--- config.mk ---
export PLATFORM = sky130hd
export DESIGN_NAME = mc_control_fsm
export DESIGN_NICKNAME = d
export VERILOG_FILES = /design/src/rtl/ctrl_pkg.sv /design/src/rtl/alu_op_decode.sv /design/src/rtl/mc_control_fsm.sv
export SDC_FILE = /design/constraint.sdc
export NUM_CORES = 1
export LEC_CHECK = 0
export ABC_AREA = 1
export BUFFER_PORTS_ARGS = -buffer_cell sky130_fd_sc_hd__buf_2
export CAP_MARGIN = 10
export CORE_MARGIN = 2
export CORE_UTILIZATION = 40
export DETAILED_ROUTE_END_ITERATION = 7
export PLACE_DENSITY = 0.77
export SYNTH_ARGS = -nofsm -noshare
export SYNTH_HDL_FRONTEND = slang
export SYNTH_SLANG_ARGS = --single-unit
--- constraint.sdc ---
create_clock -name clk -period 1.1 [get_ports clk]
set_input_delay 0 -clock clk [delete_from_list [all_inputs] [get_ports clk]]
set_output_delay 0 -clock clk [all_outputs]
set_load 0.02 [all_outputs]
--- src/rtl/ctrl_pkg.sv ---
// Shared control definitions for the multicycle datapath.
// Holds the sequencer state encoding, the ALU operation codes, and the
// opcode/funct field values recognised by the decoder. Imported by the ALU,
// the control sequencer and its funct decoder so that every producer and
// consumer of an ALU operation code agrees on the encoding.
package ctrl_pkg;

    // Sequencer state encoding
    typedef logic [3:0] state_t;

    localparam state_t S_IDLE     = 4'd0;
    localparam state_t S_FETCH    = 4'd1;
    localparam state_t S_DECODE   = 4'd2;
    localparam state_t S_EXEC_R   = 4'd3;
    localparam state_t S_EXEC_I   = 4'd4;
    localparam state_t S_MEM_ADDR = 4'd5;
    localparam state_t S_MEM_RD   = 4'd6;
    localparam state_t S_MEM_WR   = 4'd7;
    localparam state_t S_WB_R     = 4'd8;
    localparam state_t S_WB_MEM   = 4'd9;
    localparam state_t S_BRANCH   = 4'd10;
    localparam state_t S_ILLEGAL  = 4'd11;

    // ALU operation codes
    localparam logic [3:0] ALU_AND = 4'b0000;
    localparam logic [3:0] ALU_OR  = 4'b0001;
    localparam logic [3:0] ALU_ADD = 4'b0010;
    localparam logic [3:0] ALU_SUB = 4'b0110;

    // Opcode field values (IR[31:26])
    localparam logic [5:0] OP_RTYPE = 6'b000000;
    localparam logic [5:0] OP_LW    = 6'b100011;
    localparam logic [5:0] OP_SW    = 6'b101011;
    localparam logic [5:0] OP_BEQ   = 6'b000100;
    localparam logic [5:0] OP_ADDI  = 6'b001000;

    // Funct field values (IR[5:0]) for R-type instructions
    localparam logic [5:0] FUNCT_ADD = 6'b100000;
    localparam logic [5:0] FUNCT_SUB = 6'b100010;
    localparam logic [5:0] FUNCT_AND = 6'b100100;
    localparam logic [5:0] FUNCT_OR  = 6'b100101;

endpackage

--- src/rtl/alu_op_decode.sv ---
// R-type funct decoder.
// Maps the funct field onto an ALU operation code and flags whether the
// funct is one the datapath supports. Purely combinational; used both to
// drive the ALU in EXEC_R and to judge R-type legality in DECODE.
//
// Ports:
//   funct   in   OPW     IR[5:0]
//   alu_op  out  ALUOPW  ALU operation for this funct (ADD when unsupported)
//   valid   out  1       funct is supported
module alu_op_decode
    import ctrl_pkg::*;
#(
    parameter int unsigned OPW    = 6,
    parameter int unsigned ALUOPW = 4
) (
    input  logic [OPW-1:0]    funct,
    output logic [ALUOPW-1:0] alu_op,
    output logic              valid
);

    always_comb begin
        alu_op = ALU_ADD;
        valid  = 1'b1;
        case (funct)
            FUNCT_ADD: alu_op = ALU_ADD;
            FUNCT_SUB: alu_op = ALU_SUB;
            FUNCT_AND: alu_op = ALU_AND;
            FUNCT_OR:  alu_op = ALU_OR;
            default:   valid  = 1'b0;
        endcase
    end

endmodule

--- src/rtl/mc_control_fsm.sv ---
// Multicycle control sequencer.
// Steps each instruction through fetch, decode, execute, memory and
// writeback, producing the ALU operation code, the ALU operand select and
// every datapath write enable. Branches are resolved from the ALU zero flag
// in the BRANCH state.
//
// Ports:
//   clk         in   1       rising-edge clock
//   rst_n       in   1       asynchronous active-low reset
//   opcode      in   OPW     IR[31:26], valid from DECODE onward
//   funct       in   OPW     IR[5:0]
//   zero        in   1       ALU zero flag, sampled in BRANCH
//   mem_ready   in   1       memory completion for the current request
//   aluOp       out  ALUOPW  ALU operation code
//   alu_src     out  1       0 = register operand, 1 = sign-extended immediate
//   mem_req     out  1       memory request
//   mem_we      out  1       memory write qualifier
//   ir_write    out  1       instruction register load
//   pc_write    out  1       program counter load
//   reg_write   out  1       register file write
//   reg_dst     out  1       1 = rd, 0 = rt as destination
//   mem_to_reg  out  1       write-back from memory data
//   instr_done  out  1       one-cycle pulse on retirement
//   illegal     out  1       one-cycle pulse on an unsupported instruction
module mc_control_fsm
    import ctrl_pkg::*;
#(
    parameter int unsigned OPW    = 6,
    parameter int unsigned ALUOPW = 4
) (
    input  logic              clk,
    input  logic              rst_n,
    input  logic [OPW-1:0]    opcode,
    input  logic [OPW-1:0]    funct,
    input  logic              zero,
    input  logic              mem_ready,
    output logic [ALUOPW-1:0] aluOp,
    output logic              alu_src,
    output logic              mem_req,
    output logic              mem_we,
    output logic              ir_write,
    output logic              pc_write,
    output logic              reg_write,
    output logic              reg_dst,
    output logic              mem_to_reg,
    output logic              instr_done,
    output logic              illegal
);

    state_t state_q;
    state_t state_d;

    // Remembers whether the instruction in flight is R-type so WB_R can pick
    // rd versus rt without re-decoding.
    logic rtype_q;
    logic rtype_d;

    logic [ALUOPW-1:0] funct_alu_op;
    logic              funct_valid;

    alu_op_decode #(
        .OPW    (OPW),
        .ALUOPW (ALUOPW)
    ) u_alu_op_decode (
        .funct  (funct),
        .alu_op (funct_alu_op),
        .valid  (funct_valid)
    );

    // Next-state logic
    always_comb begin
        state_d = state_q;
        rtype_d = rtype_q;
        case (state_q)
            S_IDLE: state_d = S_FETCH;

            S_FETCH: begin
                if (mem_ready) begin
                    state_d = S_DECODE;
                end
            end

            S_DECODE: begin
                rtype_d = (opcode == OP_RTYPE);
                case (opcode)
                    OP_RTYPE:     state_d = funct_valid ? S_EXEC_R : S_ILLEGAL;
                    OP_LW, OP_SW: state_d = S_MEM_ADDR;
                    OP_ADDI:      state_d = S_EXEC_I;
                    OP_BEQ:       state_d = S_BRANCH;
                    default:      state_d = S_ILLEGAL;
                endcase
            end

            S_EXEC_R, S_EXEC_I: state_d = S_WB_R;

            // IR still holds the instruction, so the opcode picks load or store.
            S_MEM_ADDR: state_d = (opcode == OP_LW) ? S_MEM_RD : S_MEM_WR;

            S_MEM_RD: begin
                if (mem_ready) begin
                    state_d = S_WB_MEM;
                end
            end

            S_MEM_WR: begin
                if (mem_ready) begin
                    state_d = S_FETCH;
                end
            end

            S_WB_R, S_WB_MEM, S_BRANCH, S_ILLEGAL: state_d = S_FETCH;

            default: state_d = S_IDLE;
        endcase
    end

    // Output decode: Moore outputs from the state register, plus the few
    // that must react to mem_ready or zero within the same cycle.
    always_comb begin
        aluOp      = ALU_ADD;
        alu_src    = 1'b0;
        mem_req    = 1'b0;
        mem_we     = 1'b0;
        ir_write   = 1'b0;
        pc_write   = 1'b0;
        reg_write  = 1'b0;
        reg_dst    = 1'b0;
        mem_to_reg = 1'b0;
        instr_done = 1'b0;
        illegal    = 1'b0;
        case (state_q)
            S_FETCH: begin
                // ALU computes PC+4 while the instruction is read
                mem_req  = 1'b1;
                alu_src  = 1'b1;
                ir_write = mem_ready;
                pc_write = mem_ready;
            end

            S_DECODE: ;

            S_EXEC_R: begin
                aluOp   = funct_alu_op;
                alu_src = 1'b0;
            end

            S_EXEC_I, S_MEM_ADDR: begin
                alu_src = 1'b1;
            end

            S_MEM_RD: begin
                mem_req = 1'b1;
            end

            S_MEM_WR: begin
                mem_req    = 1'b1;
                mem_we     = 1'b1;
                instr_done = mem_ready;
            end

            S_WB_R: begin
                reg_write  = 1'b1;
                reg_dst    = rtype_q;
                instr_done = 1'b1;
            end

            S_WB_MEM: begin
                reg_write  = 1'b1;
                mem_to_reg = 1'b1;
                instr_done = 1'b1;
            end

            S_BRANCH: begin
                aluOp      = ALU_SUB;
                alu_src    = 1'b0;
                pc_write   = zero;
                instr_done = 1'b1;
            end

            S_ILLEGAL: begin
                illegal = 1'b1;
            end

            // IDLE and unknown encodings drive every output low
            default: begin
                aluOp = '0;
            end
        endcase
    end

    always_ff @(posedge clk or negedge rst_n) begin
        if (!rst_n) begin
            state_q <= S_IDLE;
            rtype_q <= 1'b0;
        end else begin
            state_q <= state_d;
            rtype_q <= rtype_d;
        end
    end

endmodule

==> results.md <==
- Vias in the first global route: 808
- Pin count of the biggest net entering global routing: 7
- Max Clk Rate: 0.711 GHz
- Die area: 1850 um^2
- DRT iter0 DRCs: 20
- CP startpoint kind: flop
- Post-DR wirelength/cell: 12.6 um
- TritonCTS buffer count: 3
- Commonest cells in the netlist: nand2_1, nor2_1, inv_1
- GRT Total Usage: 24.9%
- R2R cell count: 8
- Synth area leader: dfrtp_1
- Core Util, Final: 77.8%
- CTS tree: yes
- Power Total: 3.20 mW
- Grt total ovfl: 0
- DR pass1 iterations: 4
- Placeable Area: 1470 um^2
- Delay-heaviest family, CP: flip-flops
- CP Class: flop to output pin
- Required time worst endpoint: 1.10 ns
- Clock buffer depth: 2
- Vias per cell: 5.08
- # rows: 14
- Cells after synthesis: 105
- Ys async rst share: 100%
- Initial core utilization: 41.3%
- Post-synth EDFFs: 0
- Synth area leaders: dfrtp_1, nand2_1, nor2_1
- Die outline width: 43.0 um
- Critical R2R Capture: state_q[3]$_DFFE_PN0P_
- Critical-path cell list: nor2_4 -> buf_6 -> nand2_4 -> nor2_4 -> a41o_1 -> buf_6
- Ports: 30
- DR vias: 889
- Predominant post-synthesis flop cell: dfrtp_1
- Most common cell in the netlist: nand2_1
- CTS root buf: clkbuf_4
- PortBufs: 28
- Failing checks: negative setup slack
- R2R setup slack: -0.27 ns
- Die height: 43.0 um
- RSZ-0062 raised after global routing: true
- Worst vdd ir: 1.35 mV
- Slowest CP cell: dfrtp_2
- Kind of end point of the critical path: output pin
- Cell Area, Synth: 608 um^2
- Share of the synthesized area in the top cell type: 20.6%
- Slowest Stage Delay on Critical Path: 0.46 ns
- Leakage: 0.627 nW
- Endpoints failing setup: 18
- WP depth: 6
- Setup Skew: 0.00861 ns
- Final setup TNS: -4.04 ns
- Post-DP Area: 903 um^2
- # diodes: 0
- Arr. time, crit path: 1.41 ns
- CTS sink cnt: 5
- Crit path time final: 1.41 ns
- Final Wtd Congestion: 0.817
- Layout net count: 176
- CP bufs+invs: 2
- H-tree depth reported by CTS: 1
- ANT nets after route: 0
- Post-Route WL: 2210 um
- Max Slew Vio Count: 0
- Register clock-pin slew on the reported worst setup and hold paths: 0.05 ns
- Reg-to-Reg Start: state_q[3]$_DFFE_PN0P_
- Yosys warnings: 0
- Synth Area per Inst: 5.79 um^2
- Syn nets: 121
- Pwr/cell area: 2800 nW/um^2
- Initial antenna violation count: 0
- Yosys reg bits: 5
- Fill cell total of the finished layout: 90
- Area grow syn2layout: 88.3%
- First-pass GRT wire length: 3480 um
- HPWL Detailed: 1390 um
- Ratio of cells with drive above 1 in the final layout: 55.3%
- Post-synthesis sequential area ratio: 20.6%
- Unique masters post-synth: 24
- Max cap viols: 0
- Clk_lat worst skew: 0.26 ns
- HP Class: primary input to async pin
- Final setup margin: -0.306 ns
- Final period utilization: 128%
- Final hold violation count: 0
- Number of remaining DRC errors: 0
- Status: finished, violations left
- Final instance area: 1140 um^2
- Max FO, Critical Path: 4
[placed cells by master (no fill, tap or decap), types with 2 or more instances in the layout]
cell,synthesis,layout
buf_2,0,17
buf_4,1,20
buf_6,0,13
clkbuf_4,0,3
dfrtp_2,0,4
inv_1,13,12
inv_2,5,4
inv_4,0,2
nand2_1,25,24
nand2_2,5,2
nand2_4,1,5
nand3_1,9,8
nand3_2,1,2
nor2_1,20,13
nor2_2,2,4
nor2_4,3,8
o21ai_0,4,2
o21ai_1,1,3
[through the flow]
| step | hold WS (ns) | instances | setup slack [ns] |
|---|---|---|---|
| 2_1_floorplan | -0.296 | 105 | -0.0824 |
| 3_3_place_gp | -0.187 | 161 | -0.0840 |
| 3_5_place_dp | -0.186 | 161 | -0.122 |
| 4_1_cts | 0.0979 | 173 | -0.277 |
| 5_1_grt | 0.106 | 175 | -0.348 |
| 6_report | 0.0850 | 175 | -0.306 |
[state kept, by name (all words and copies together) (netlist names)]
signal	flops
rtype_q	1
state_q	4
[worst max path at each step]
stage / start / to / slack (ns)
after global routing: state_q[2]$_DFFE_PN0P_ / instr_done / -0.35
after floorplan: state_q[3]$_DFFE_PN0P_ / instr_done / -0.08
after global placement: state_q[2]$_DFFE_PN0P_ / state_q[2]$_DFFE_PN0P_ / -0.08
after detailed placement: state_q[1]$_DFFE_PN0P_ / state_q[3]$_DFFE_PN0P_ / -0.12
after CTS: state_q[2]$_DFFE_PN0P_ / instr_done / -0.28
final: state_q[3]$_DFFE_PN0P_ / pc_write / -0.31
[where the power goes]
group	internal, mW	switching, mW
registers	0.267	0.149
clock network	0.138	0.0932
logic	1.23	1.32
[cell families (layout without fill, tap and decap cells)]
| kind of cell | after synthesis | count (layout) | share of synthesized area, % |
|---|---|---|---|
| AND/OR/NAND/NOR | 69 | 69 | 54.5 |
| buffers and inverters | 21 | 75 | 15.4 |
| AO/OA/AOI/OAI | 9 | 9 | 8.85 |
| flip-flops | 5 | 5 | 20.6 |
| other | 1 | 1 | 0.617 |
[metal layers]
metal / GRT usage (%) / vias up / share of wire [%]
met4: 10.3 / 0 / 1.3
li1: - / 434 / -
met1: 32.5 / 414 / 41
met2: 43.3 / 37 / 54
met3: 0 / 4 / 4.5
met5: 0 / - / 0
[what timing repair did]
item,CTS,global route
endpoints found under the setup margin,18,18
pin swaps,7,6
hold buffers,1,0
resized for setup,37,8
setup buffers,8,2
hold endpoints to repair,5,0
[area by class of cell]
type	instances	area, um^2	area share, %
Clock buffer	4	26.3	2.30
Timing Repair Buffer	52	412	36.0
Multi-Input combinational cell	79	479	41.9
Inverter	19	77.6	6.78
Tap cell	16	20.0	1.75
Sequential cell	5	130	11.4
No activity file was read; power rests on OpenSTA's default activity.
